### src/rtl/r_type_encoder.sv
// RV32I R-type encoder: one-hot ALU op + register indices -> OP word, pushed into a DEPTH-entry FIFO (1-cycle latency when empty).
// Backpressure: in_ready drops while the FIFO is full; illegal (not exactly one-hot) requests are accepted, dropped and counted.
module r_type_encoder #(
  parameter int DEPTH = 2,
  parameter int CNT_W = 16
) (
  input  logic             clk,
  input  logic             rst,
  input  logic             in_valid,
  output logic             in_ready,
  input  logic             is_add,
  input  logic             is_sub,
  input  logic             is_sll,
  input  logic             is_slt,
  input  logic             is_sltu,
  input  logic             is_xor,
  input  logic             is_srl,
  input  logic             is_sra,
  input  logic             is_or,
  input  logic             is_and,
  input  logic [4:0]       rd,
  input  logic [4:0]       rs1,
  input  logic [4:0]       rs2,
  output logic             out_valid,
  input  logic             out_ready,
  output logic [31:0]      instr,
  output logic             err_illegal,
  output logic [CNT_W-1:0] emitted_count,
  output logic [CNT_W-1:0] illegal_count
);

  localparam int PTR_W = (DEPTH > 1) ? $clog2(DEPTH) : 1;
  localparam int OCC_W = $clog2(DEPTH + 1);
  localparam logic [PTR_W-1:0] PTR_LAST = PTR_W'(DEPTH - 1);
  localparam logic [PTR_W-1:0] PTR_ONE  = PTR_W'(1);
  localparam logic [OCC_W-1:0] OCC_FULL = OCC_W'(DEPTH);
  localparam logic [OCC_W-1:0] OCC_ONE  = OCC_W'(1);
  localparam logic [CNT_W-1:0] CNT_ONE  = CNT_W'(1);
  localparam logic [CNT_W-1:0] CNT_MAX  = '1;

  logic [31:0]      r_mem [DEPTH];
  logic [PTR_W-1:0] r_wptr;
  logic [PTR_W-1:0] r_rptr;
  logic [OCC_W-1:0] r_count;
  logic             r_err;
  logic [CNT_W-1:0] r_emitted;
  logic [CNT_W-1:0] r_illegal;

  logic [9:0]  w_ops;
  logic        w_legal;
  logic [2:0]  w_funct3;
  logic [6:0]  w_funct7;
  logic [31:0] w_word;
  logic        w_accept;
  logic        w_push;
  logic        w_pop;

  assign w_ops   = {is_and, is_or, is_sra, is_srl, is_xor, is_sltu, is_slt, is_sll, is_sub, is_add};
  assign w_legal = $onehot(w_ops);

  // funct3 bits are the OR of the ops whose code has that bit set; only sub/sra carry funct7[5].
  assign w_funct3[0] = is_sll | is_sltu | is_srl | is_sra | is_and;
  assign w_funct3[1] = is_slt | is_sltu | is_or  | is_and;
  assign w_funct3[2] = is_xor | is_srl  | is_sra | is_or  | is_and;
  assign w_funct7    = {1'b0, is_sub | is_sra, 5'b0};
  assign w_word      = {w_funct7, rs2, rs1, w_funct3, rd, 7'b0110011};

  assign in_ready  = rst && (r_count < OCC_FULL);
  assign out_valid = (r_count != '0);
  assign instr     = out_valid ? r_mem[r_rptr] : 32'h0;

  assign w_accept = in_valid && in_ready;
  assign w_push   = w_accept && w_legal;
  assign w_pop    = out_valid && out_ready;

  assign err_illegal   = r_err;
  assign emitted_count = r_emitted;
  assign illegal_count = r_illegal;

  // Storage needs no reset: entries are only visible through a non-zero occupancy.
  always_ff @(posedge clk) begin
    if (w_push) r_mem[r_wptr] <= w_word;
  end

  always_ff @(posedge clk or negedge rst) begin
    if (!rst) begin
      r_wptr    <= '0;
      r_rptr    <= '0;
      r_count   <= '0;
      r_err     <= 1'b0;
      r_emitted <= '0;
      r_illegal <= '0;
    end else begin
      r_err <= w_accept && !w_legal;
      if (w_push) begin
        r_wptr <= (r_wptr == PTR_LAST) ? '0 : r_wptr + PTR_ONE;
        if (r_emitted != CNT_MAX) r_emitted <= r_emitted + CNT_ONE;
      end
      if (w_accept && !w_legal && (r_illegal != CNT_MAX)) r_illegal <= r_illegal + CNT_ONE;
      if (w_pop) r_rptr <= (r_rptr == PTR_LAST) ? '0 : r_rptr + PTR_ONE;
      if (w_push && !w_pop)      r_count <= r_count + OCC_ONE;
      else if (w_pop && !w_push) r_count <= r_count - OCC_ONE;
    end
  end

endmodule

### config.mk
export PLATFORM = sky130hd
export DESIGN_NAME = r_type_encoder
export DESIGN_NICKNAME = d
export VERILOG_FILES = /design/src/rtl/r_type_encoder.sv
export SDC_FILE = /design/constraint.sdc
export NUM_CORES = 1
export LEC_CHECK = 0
export ABC_CLOCK_PERIOD_IN_PS = 6490
export BUFFER_PORTS_ARGS = -buffer_cell sky130_fd_sc_hd__buf_2
export CAP_MARGIN = 15
export CORE_MARGIN = 5
export CORE_UTILIZATION = 50
export CTS_CLUSTER_DIAMETER = 200
export CTS_CLUSTER_SIZE = 28
export DETAILED_ROUTE_END_ITERATION = 12
export PLACE_DENSITY_LB_ADDON = 0.12
export SYNTH_ARGS = -nofsm -noshare
export SYNTH_HDL_FRONTEND = slang
export SYNTH_SLANG_ARGS = --single-unit
export TNS_END_PERCENT = 10
### constraint.sdc
create_clock -name clk -period 6.49 [get_ports clk]
set_clock_uncertainty 0.2 [all_clocks]
set_input_delay 0.649 -clock clk [delete_from_list [all_inputs] [get_ports clk]]
set_output_delay 0.649 -clock clk [all_outputs]
set_load 0.03 [all_outputs]
==> results_dict.tcl, run 1 <==
set metrics [dict create \
    die-area_sq_um 8792 \
    via_count 2334 \
    period_needed_ns 4.783 \
    slowest_stage "nor2_2" \
    fp.coreArea_sq_um 6794 \
    status "finished clean" \
    rsz0062_at_grt "no" \
    grt_overflow 0 \
    drc_errors 0 \
    tritoncts "yes" \
    syn_to_final_growth_pct 18.79 \
    grt_pass1_vias 2352 \
    place_ws_ns 1.253 \
    utilization_pct 61.34 \
    min_period_over_period_pct 73.70 \
    die_h_um 93.77 \
    yosysTopAreaCellShare_pct 32.52 \
    hold_viol 0 \
    synth_common_cells "edfxtp_1, dfrtp_1, nor2_1, nand2_1, mux2i_1" \
    start_util_pct 51.64 \
    design_area_sq_um 4168 \
    p_per_area_nw_per_um2 373.6 \
    place_area_sq_um 3978 \
    dp_hpwl_mm 4.738 \
    gp_congestion 0.8194 \
    finalSetupViolations 0 \
    vias_per_cell 4.914 \
    clock-sinks 75 \
    wl_per_cell_um 14.06 \
    wl_mm 6.678 \
    fillers 538 \
    postCtsResizedCells 0 \
    rows 30 \
    ctsHtreeMaxLevel 3 \
    p_leak_nw 1.990 \
    n_antenna_cell 0 \
    ctsRootBufferMaster "clkbuf_8" \
    final-max-slew-violation-count 0 \
    syn_area_per_cell_sq_um 12.22 \
    cts_buffer_depth 2 \
    arrival_ns 4.54 \
    synth.distinct_cells 35 \
    ys_seq_elements 75 \
    instances_no_fill 475 \
    cp-start-kind "input pin" \
    synthCells 287 \
    grt_max_degree 40 \
    ir_drop_uv 222.1 \
    worst_path_most_repeated_cell "fa_1" \
    cts_buffers 9 \
    ys_seq_area_share_pct 58.92 \
    synthArstFlopShare_pct 49.33 \
    setup.worst_path.class "in -> reg" \
    post_cts_buffers 0 \
    path_max_fanout 19 \
    port_buffers 86 \
    synth_warnings 0 \
    synth-main-ff-cell "edfxtp_1" \
    maxSlewHeadroom_pct 25.57 \
    clock_latency_ns 0.33 \
    yosys.cell_count.top_type "edfxtp_1" \
    first_iter_violations 66 \
    hold_class "in -> async" \
    fin_tns_setup_ns 0 \
    worstSetupEndpointType "register" \
    drive_gt1_share_pct 28.76 \
    worst_slack_ns 1.707 \
    worstMarginPinSlew_ns 1.116 \
    netlist_area_sq_um 3508 \
    die_x_um 93.77 \
    postCtsHoldBufs 0 \
    ant_nets 0 \
    drv_cap 0 \
    grtUsageTotal_pct 16.30 \
    cp_cell_sequence "buf_2, fa_1, fa_1, inv_1, fa_1, inv_1, ha_1, inv_1, fa_1, a211o_1, o31ai_4, nand2_2, nor2_2" \
    synth_area_leaders "edfxtp_1, dfrtp_1, mux2i_1, xor2_1, nor2_1" \
    dr.pass1.iters 4 \
    synth_top_area_cell "edfxtp_1" \
    max_clock_freq_mhz 209.1 \
    synth_edf_count 38 \
    antenna_found_initial 0 \
    required_ns 6.25 \
    finalNetCount 414 \
    io_pins 96 \
    grt_pass1_wl_mm 11.20 \
    cp_slowest_stage_delay_ns 0.76 \
    placed_cells 459 \
    clk_pin_slew_ns 0.08 \
]
==> kinds of logic (layout without fill, tap and decap cells) <==
kind of cell             count (synthesis)  in the layout  share of synthesized area [%]
AO/OA/AOI/OAI                            6              6                          1.783
XOR/XNOR                                32             32                          7.989
adder cells (fa/ha/maj)                 11             11                          5.207
buffers and inverters                   33            117                          4.957
flip-flops                              75             75                          58.92
multiplexers                            22             22                          6.384
other                                    1              9                         0.1069
AND/OR/NAND/NOR                        107            107                          14.66
==> flip-flops by register name, summed over array words and instances (netlist names) <==
signal	cells
r_count	2
r_rptr	1
r_wptr	1
r_mem	38
emitted_count	16
illegal_count	16
err_illegal	1
==> critical path: cells and delay by family <==
kind | cells | cell delay [ns]
buf+inv | 4 | 0.29
fa+ha+maj | 5 | 1.97
compound gates | 2 | 0.70
simple gates | 2 | 0.92
==> metal layers <==
layer  global-route usage, %  wire length (um)  part of all wire, %
met5                       0                 0                    0
met4                   6.859                64                 0.96
met3                   3.285               387                  5.8
met2                   25.61              3121                   47
met1                   22.06              3105                   46
==> layout make-up <==
type | count | area (sq um) | share of cell area (%)
Clock inverter | 7 | 66.31 | 1.591
Clock buffer | 9 | 123.9 | 2.972
Multi-Input combinational cell | 187 | 1300 | 31.19
Tap cell | 96 | 120.1 | 2.882
Inverter | 14 | 52.55 | 1.261
Sequential cell | 75 | 2067 | 49.59
Timing Repair Buffer | 87 | 437.9 | 10.51
==> worst paths after layout <==
path,start,slack [ns],cells past startpoint,endpoint
worst max-delay path,is_add,1.71,13,r_mem[0][18]$_DFFE_PP_
worst min-delay path,rst,0.21,1,illegal_count[2]$_DFFE_PN0P_
worst max register to register,illegal_count[0]$_DFFE_PN0P_,4.18,6,illegal_count[15]$_DFFE_PN0P_
worst min register to register,emitted_count[9]$_DFFE_PN0P_,0.30,1,emitted_count[9]$_DFFE_PN0P_
max in group asynchronous,rst,5.35,1,r_wptr$_DFFE_PN0P_
min in group clk,rs2[0],0.30,1,r_mem[1][13]$_DFFE_PP_
==> stage by stage <==
step / total power, mW / hold slack [ns]
after floorplan: 1.075 / 0.1534
after global placement: 1.218 / 0.2755
after detailed placement: 1.228 / 0.2819
after CTS: 1.578 / 0.2325
after global routing: 1.652 / 0.2688
final: 1.557 / 0.2100
==> layout by cell type, fill, tap and decap left out, drive strengths merged <==
master,Yosys,routed
nor3,11,11
o21a,1,1
a211o,2,2
o2111ai,1,1
fa,6,6
or2,1,1
a211oi,1,1
nand4,10,10
and2,1,1
nor2b,1,1
bufinv,0,1
dfrtp,37,37
nand2,21,21
nand3,13,13
ha,5,5
xnor2,14,14
clkbuf,4,9
nand3b,1,1
or3,3,3
conb,1,9
or4,1,1
mux2,3,3
xor2,18,18
clkinv,0,5
edfxtp,38,38
inv,14,15
buf,15,87
and4,3,3
and3,6,6
mux2i,19,19
o31ai,1,1
nor2,35,35
==> where the power goes <==
part / total (mW) / switching, mW / internal (mW) / leakage, nW
sequential: 0.631 / 0.0809 / 0.550 / 0.828
clock: 0.347 / 0.171 / 0.176 / 0.101
combinational: 0.579 / 0.387 / 0.192 / 1.06
Note: power is estimated with default switching activity, not from simulation.
==> run 2: changes to the inputs <==
--- a/config.mk
+++ b/config.mk
@@ -5,7 +5,8 @@
 export SDC_FILE = /design/constraint.sdc
 export NUM_CORES = 1
 export LEC_CHECK = 0
-export ABC_CLOCK_PERIOD_IN_PS = 6490
+export ABC_AREA = 1
+export ABC_CLOCK_PERIOD_IN_PS = 4750
 export BUFFER_PORTS_ARGS = -buffer_cell sky130_fd_sc_hd__buf_2
 export CAP_MARGIN = 15
 export CORE_MARGIN = 5
==> constraint.sdc (replaced) <==
create_clock -name clk -period 4.75 [get_ports clk]
set_clock_uncertainty 0.2 [all_clocks]
set_input_delay 0.475 -clock clk [delete_from_list [all_inputs] [get_ports clk]]
set_output_delay 0.475 -clock clk [all_outputs]
set_load 0.03 [all_outputs]
==> results_dict.tcl, run 2 <==
set metrics [dict create \
    status "finished clean" \
    cp-start-kind "input pin" \
    postCtsResizedCells 0 \
    sw_frac_of_total_pct 44.02 \
    final_common_cell "nand2_1" \
    p_per_area_nw_per_um2 438.8 \
    die_h_um 100.2 \
    wl_per_cell_um 12.53 \
    netlist_area_sq_um 4071 \
    tritoncts "yes" \
    n_antenna_cell 0 \
    grt_overflow 0 \
    finalHoldWorstSlack_ns 0.1090 \
    path_max_fanout 5 \
    gp_congestion 0.8350 \
    wl_mm 8.444 \
    ctsHtreeMaxLevel 3 \
    dr.pass1.iters 4 \
    synth_warnings 0 \
    synthArstFlopShare_pct 49.33 \
    arrival_ns 4.02 \
    grt_max_degree 39 \
    rsz0062_at_grt "no" \
    drc_errors 0 \
    ys_seq_elements 75 \
    drv_cap 0 \
    first_iter_violations 92 \
    maxSlewHeadroom_pct 56.68 \
    min_period_over_period_pct 83.78 \
    finalSetupViolations 0 \
    placed_cells 657 \
    r2r_setup_slack_ns 2.72 \
    synth-main-ff-cell "edfxtp_1" \
    p_switching_mw 0.9152 \
    vias_per_cell 4.852 \
    ant_nets 0 \
    hold_start "rs2[2]" \
    cp_slowest_stage_delay_ns 0.52 \
    synth_common_cells "nand2_1, nor2_1, edfxtp_1, dfrtp_1, inv_1" \
    syn_area_per_cell_sq_um 8.553 \
    pwr-share-comb_pct 38.6 \
    die_x_um 100.2 \
    hold_class "in -> reg" \
    synthCells 476 \
    cts_buffer_depth 2 \
    worstMarginPinSlew_ns 0.6498 \
    die-area_sq_um 10050 \
    largest_reg_flops 38 \
    path_buf_inv 5 \
    worstSetupEndpointType "register" \
    max_clock_freq_mhz 251.3 \
    yosys.cell_count.top_type "nand2_1" \
    rows 33 \
    period_needed_ns 3.980 \
    required_ns 4.79 \
    final-max-slew-violation-count 0 \
    clock-sinks 75 \
    setup.worst_path.class "in -> reg" \
    grt_pass1_wl_mm 14.36 \
    ctsRootBufferMaster "clkbuf_8" \
    seq_power_share_pct 39.1 \
    io_pins 96 \
    ir_drop_uv 316.8 \
    drive_gt1_share_pct 22.67 \
    layout_common_cells "nand2_1, buf_2, nor2_1, edfxtp_1, dfrtp_1" \
    internal_power_mw 1.164 \
    instances_no_fill 674 \
    grt_pass1_vias 3100 \
    syn_to_final_growth_pct 16.38 \
    cp-startpoint "is_add" \
    clock_latency_ns 0.35 \
    cts_buffers 9 \
    synth_area_leaders "edfxtp_1, dfrtp_1, nand2_1, nor2_1, inv_1" \
    hold_viol 0 \
    fp.coreArea_sq_um 8093 \
    synth.distinct_cells 30 \
    top_register "r_mem" \
    pwr-share-clk_pct 22.2 \
    synth_top_area_cell "edfxtp_1" \
    ys_seq_area_share_pct 50.77 \
    clk_pin_slew_ns 0.09 \
    synth_edf_count 38 \
    grtUsageTotal_pct 17.77 \
    via_count 3270 \
    slowest_stage "fa_1" \
    finalNetCount 604 \
    yosysTopAreaCellShare_pct 28.03 \
    post_cts_buffers 0 \
    start_util_pct 50.31 \
    crit_family "adder cells" \
    port_buffers 86 \
    fin_tns_setup_ns 0 \
    p_leak_nw 2.257 \
    r2r_start "illegal_count[0]$_DFFE_PN0P_" \
    cp_cell_sequence "buf_2, fa_1, fa_1, inv_1, fa_1, inv_1, ha_1, inv_1, fa_1, nand2_1, nor2_1, nand3_4, inv_1, ha_1, a21oi_1, o21ai_0, xnor2_1" \
    dp_hpwl_mm 6.050 \
    antenna_found_initial 0 \
]
==> run 2: cell count changes after synthesis, sizes merged, moves of 12 or more <==
| cell | delta |
|---|---|
| nor2 | +12 |
| a21oi | +20 |
| inv | +23 |
| nand2 | +171 |
| mux2i | -19 |
| o21ai | +19 |
==> run 2: final cells by class <==
cell class	count	area (sq um)
Clock inverter	7	61.31
Timing Repair Buffer	93	485.5
Tap cell	105	131.4
Clock buffer	9	123.9
Inverter	38	142.6
Multi-Input combinational cell	347	1727
Sequential cell	75	2067
Fill cell	789	3354
==> run 2: worst paths after layout <==
path,to,cells after the start
max,r_count[1]$_DFFE_PN0P_,17
min,r_mem[1][15]$_DFFE_PP_,1
max reg2reg,illegal_count[0]$_DFFE_PN0P_,8
min reg2reg,r_count[0]$_DFFE_PN0P_,1
max in group asynchronous,r_wptr$_DFFE_PN0P_,3
min in group asynchronous,err_illegal$_DFF_PN0_,3
==> run 2: routing by layer <==
metal	share of wire, %	vias up	track usage [%]
li1	-	1676	-
met1	44	1503	23.59
met2	49	81	29.31
met3	6.0	10	3.683
met4	1.4	0	5.596
met5	0	-	0
==> run 2: timing repair <==
| item | CTS | global route |
|---|---|---|
| setup endpoints to repair | 0 | 0 |
| hold endpoints to repair | 34 | 0 |
| hold buffers | 1 | 0 |
==> run 2: per-stage QoR <==
step / worst slack (ns) / instance area [sq um] / power, mW / util (%)
6_report: 0.7703 / 4738 / 2.079 / 58.55
4_1_cts: 0.7642 / 4738 / 2.109 / 58.55
3_5_place_dp: 0.3959 / 4543 / 1.642 / 56.14
5_1_grt: 0.5822 / 4738 / 2.221 / 58.55
2_1_floorplan: 0.3000 / 4101 / 1.436 / -
3_3_place_gp: 0.4713 / 4543 / 1.628 / 56.14
==> run 2: cells by family (layout without fill, tap and decap cells) <==
| group | Yosys count | after routing | share of synthesized area, % |
|---|---|---|---|
| other cells | 1 | 9 | 0.09211 |
| fa+ha+maj | 11 | 11 | 4.487 |
| flops | 75 | 75 | 50.77 |
| xor+xnor | 18 | 18 | 3.872 |
| buf+inv | 62 | 147 | 7.682 |
| compound gates | 39 | 39 | 4.794 |
| simple gates | 270 | 270 | 28.30 |
==> run 2: power groups by stage <==
stage / clock, mW / sequential [mW] / combinational, mW
2_1_floorplan: 0 / 0.844 / 0.592
3_3_place_gp: 0 / 0.826 / 0.803
3_5_place_dp: 0 / 0.829 / 0.813
4_1_cts: 0.478 / 0.815 / 0.816
5_1_grt: 0.507 / 0.827 / 0.888
6_report: 0.462 / 0.814 / 0.803
==> run 3: changes to the inputs <==
--- a/config.mk
+++ b/config.mk
@@ -5,12 +5,12 @@
 export SDC_FILE = /design/constraint.sdc
 export NUM_CORES = 1
 export LEC_CHECK = 0
-export ABC_AREA = 1
-export ABC_CLOCK_PERIOD_IN_PS = 4750
+export ABC_AREA = 0
+export ABC_CLOCK_PERIOD_IN_PS = 3550
 export BUFFER_PORTS_ARGS = -buffer_cell sky130_fd_sc_hd__buf_2
 export CAP_MARGIN = 15
 export CORE_MARGIN = 5
-export CORE_UTILIZATION = 50
+export CORE_UTILIZATION = 47
 export CTS_CLUSTER_DIAMETER = 200
 export CTS_CLUSTER_SIZE = 28
 export DETAILED_ROUTE_END_ITERATION = 12
==> constraint.sdc (replaced) <==
create_clock -name clk -period 3.55 [get_ports clk]
set_clock_uncertainty 0.2 [all_clocks]
set_input_delay 0.355 -clock clk [delete_from_list [all_inputs] [get_ports clk]]
set_output_delay 0.355 -clock clk [all_outputs]
set_load 0.03 [all_outputs]
==> results_dict.tcl, run 3 (synthesized netlist as in run 1, its figures left out) <==
set metrics [dict create \
    ctsHtreeMaxLevel 3 \
    top_register "r_mem" \
    largest_reg_flops 38 \
    place_area_sq_um 4120 \
    grt_max_degree 39 \
    ctsRootBufferMaster "clkbuf_8" \
    worstSetupEndpointType "register" \
    violations "negative setup slack" \
    grt_pass1_vias 2326 \
    instances_no_fill 507 \
    antenna_found_initial 0 \
    ant_nets 0 \
    grtUsageTotal_pct 14.94 \
    cts_buffer_depth 2 \
    vias_per_cell 4.822 \
    p_leak_nw 2.140 \
    setup.worst_path.class "in -> reg" \
    design_area_sq_um 4579 \
    finalNetCount 443 \
    die-area_sq_um 9292 \
    hold_class "in -> reg" \
    grt_overflow 0 \
    maxSlewHeadroom_pct 29.58 \
    status "finished, violations left" \
    drive_gt1_share_pct 36.27 \
    pwr-share-clk_pct 22.6 \
    finalSetupViolations 73 \
    final-max-slew-violation-count 0 \
    n_antenna_cell 0 \
    wl_per_cell_um 13.60 \
    max_clock_freq_mhz 259.1 \
    start_util_pct 48.37 \
    min_period_over_period_pct 108.7 \
    hold_viol 0 \
    gp_congestion 0.8105 \
    clock_latency_ns 0.33 \
    utilization_pct 63.14 \
    fp.coreArea_sq_um 7253 \
    via_count 2445 \
    clk_pin_slew_ns 0.08 \
    die_x_um 96.40 \
    tritoncts "yes" \
    wl_mm 6.895 \
    worst_slack_ns -0.3097 \
    port_buffers 86 \
    drv_cap 0 \
    period_needed_ns 3.860 \
    placed_cells 476 \
    p_switching_mw 1.196 \
    first_iter_violations 41 \
    io_pins 96 \
    layout_common_cells "buf_2, edfxtp_1, dfrtp_1, nor2_1, mux2i_1" \
    arrival_ns 3.88 \
    sw_frac_of_total_pct 40.39 \
    internal_power_mw 1.765 \
    path_max_fanout 3 \
    worstMarginPinSlew_ns 1.056 \
    grt_pass1_wl_mm 10.72 \
    drc_errors 0 \
    cts_buffers 9 \
    fin_tns_setup_ns -14.84 \
    syn_to_final_growth_pct 30.53 \
    die_h_um 96.40 \
    pwr-share-comb_pct 38.4 \
    required_ns 3.57 \
    final_common_cell "buf_2" \
    dr.pass1.iters 4 \
    clock-sinks 75 \
    rows 31 \
    ir_drop_uv 371.9 \
    fillers 595 \
    dp_hpwl_mm 4.892 \
    cp-start-kind "input pin" \
    rsz0062_at_grt "yes" \
    p_per_area_nw_per_um2 646.5 \
    seq_power_share_pct 39.0 \
]
## run 3: cell types whose count changed in the layout (fill, tap and decap cells not counted), moves of 11 or more
| cell | before | now |
|---|---|---|
| mux2i_1 | 0 | 19 |
| dlygate4sd3_1 | 1 | 12 |
| inv_1 | 34 | 12 |
| nand2_1 | 186 | 18 |
| o21ai_0 | 19 | 0 |
| a21oi_1 | 20 | 0 |
## run 3: power by group through the flow
stage               logic, mW  clock network (mW)  registers [mW]
finish                   1.14               0.669            1.15
CTS                      1.13               0.687            1.16
global route             1.23               0.732            1.17
global placement         1.10                   0            1.17
detailed placement       1.11                   0            1.17
floorplan               0.758                   0            1.21
## run 3: per-layer routing
layer,vias to the layer above,track usage [%],routed length [um]
li1,1203,-,-
met1,1163,19.83,3047
met2,71,24.04,3324
met3,8,3.176,428
met4,0,5.958,94
met5,-,0,0
## run 3: area by class of cell
class	instances	area [sq um]	area share, %
Timing Repair Buffer	116	734.5	16.04
Sequential cell	75	2067	45.14
Multi-Input combinational cell	187	1391	30.38
Clock buffer	10	137.6	3.005
Clock inverter	6	72.57	1.585
Tap cell	99	123.9	2.705
Inverter	14	52.55	1.148
## run 3: worst paths after layout
check	endpoint	depth (start not counted)	startpoint	slack (ns)
worst min-delay path	r_mem[1][13]$_DFFE_PP_	1	rs2[0]	0.02
worst max register to register	illegal_count[9]$_DFFE_PN0P_	6	illegal_count[0]$_DFFE_PN0P_	1.34
max in group asynchronous	illegal_count[15]$_DFFE_PN0P_	3	rst	2.36
min in group asynchronous	r_wptr$_DFFE_PN0P_	3	rst	0.45
worst max-delay path	emitted_count[12]$_DFFE_PN0P_	15	is_add	-0.31
worst min register to register	illegal_count[15]$_DFFE_PN0P_	1	illegal_count[15]$_DFFE_PN0P_	0.31
## run 3: timing repair
item                       in CTS  in global routing
setup buffers                   0                  3
hold endpoints to repair       48                  9
resized for setup              14                 11
hold buffers                    7                  5
setup endpoints to repair      73                 74
pin swaps                       7                  7
## run 3: critical path, cell delays in order
cell and delay [ns]:
buf_6 0.09, fa_1 0.49, fa_1 0.52, inv_1 0.05, fa_1 0.43, inv_1 0.07
ha_2 0.18, inv_2 0.04, fa_2 0.33, a211o_1 0.26, o31ai_4 0.30, buf_4 0.17
and4_4 0.22, nand3_2 0.09, mux2_4 0.30
## run 3: metrics by stage
stage	setup slack (ns)	hold slack, ns	power, mW
6_report	-0.3097	0.01923	2.961
2_1_floorplan	-0.5535	-0.1406	1.970
3_5_place_dp	-0.7118	0.2831	2.287
5_1_grt	-0.4158	0.004979	3.130
4_1_cts	-0.3235	0.0003351	2.974
3_3_place_gp	-0.6412	0.2821	2.270
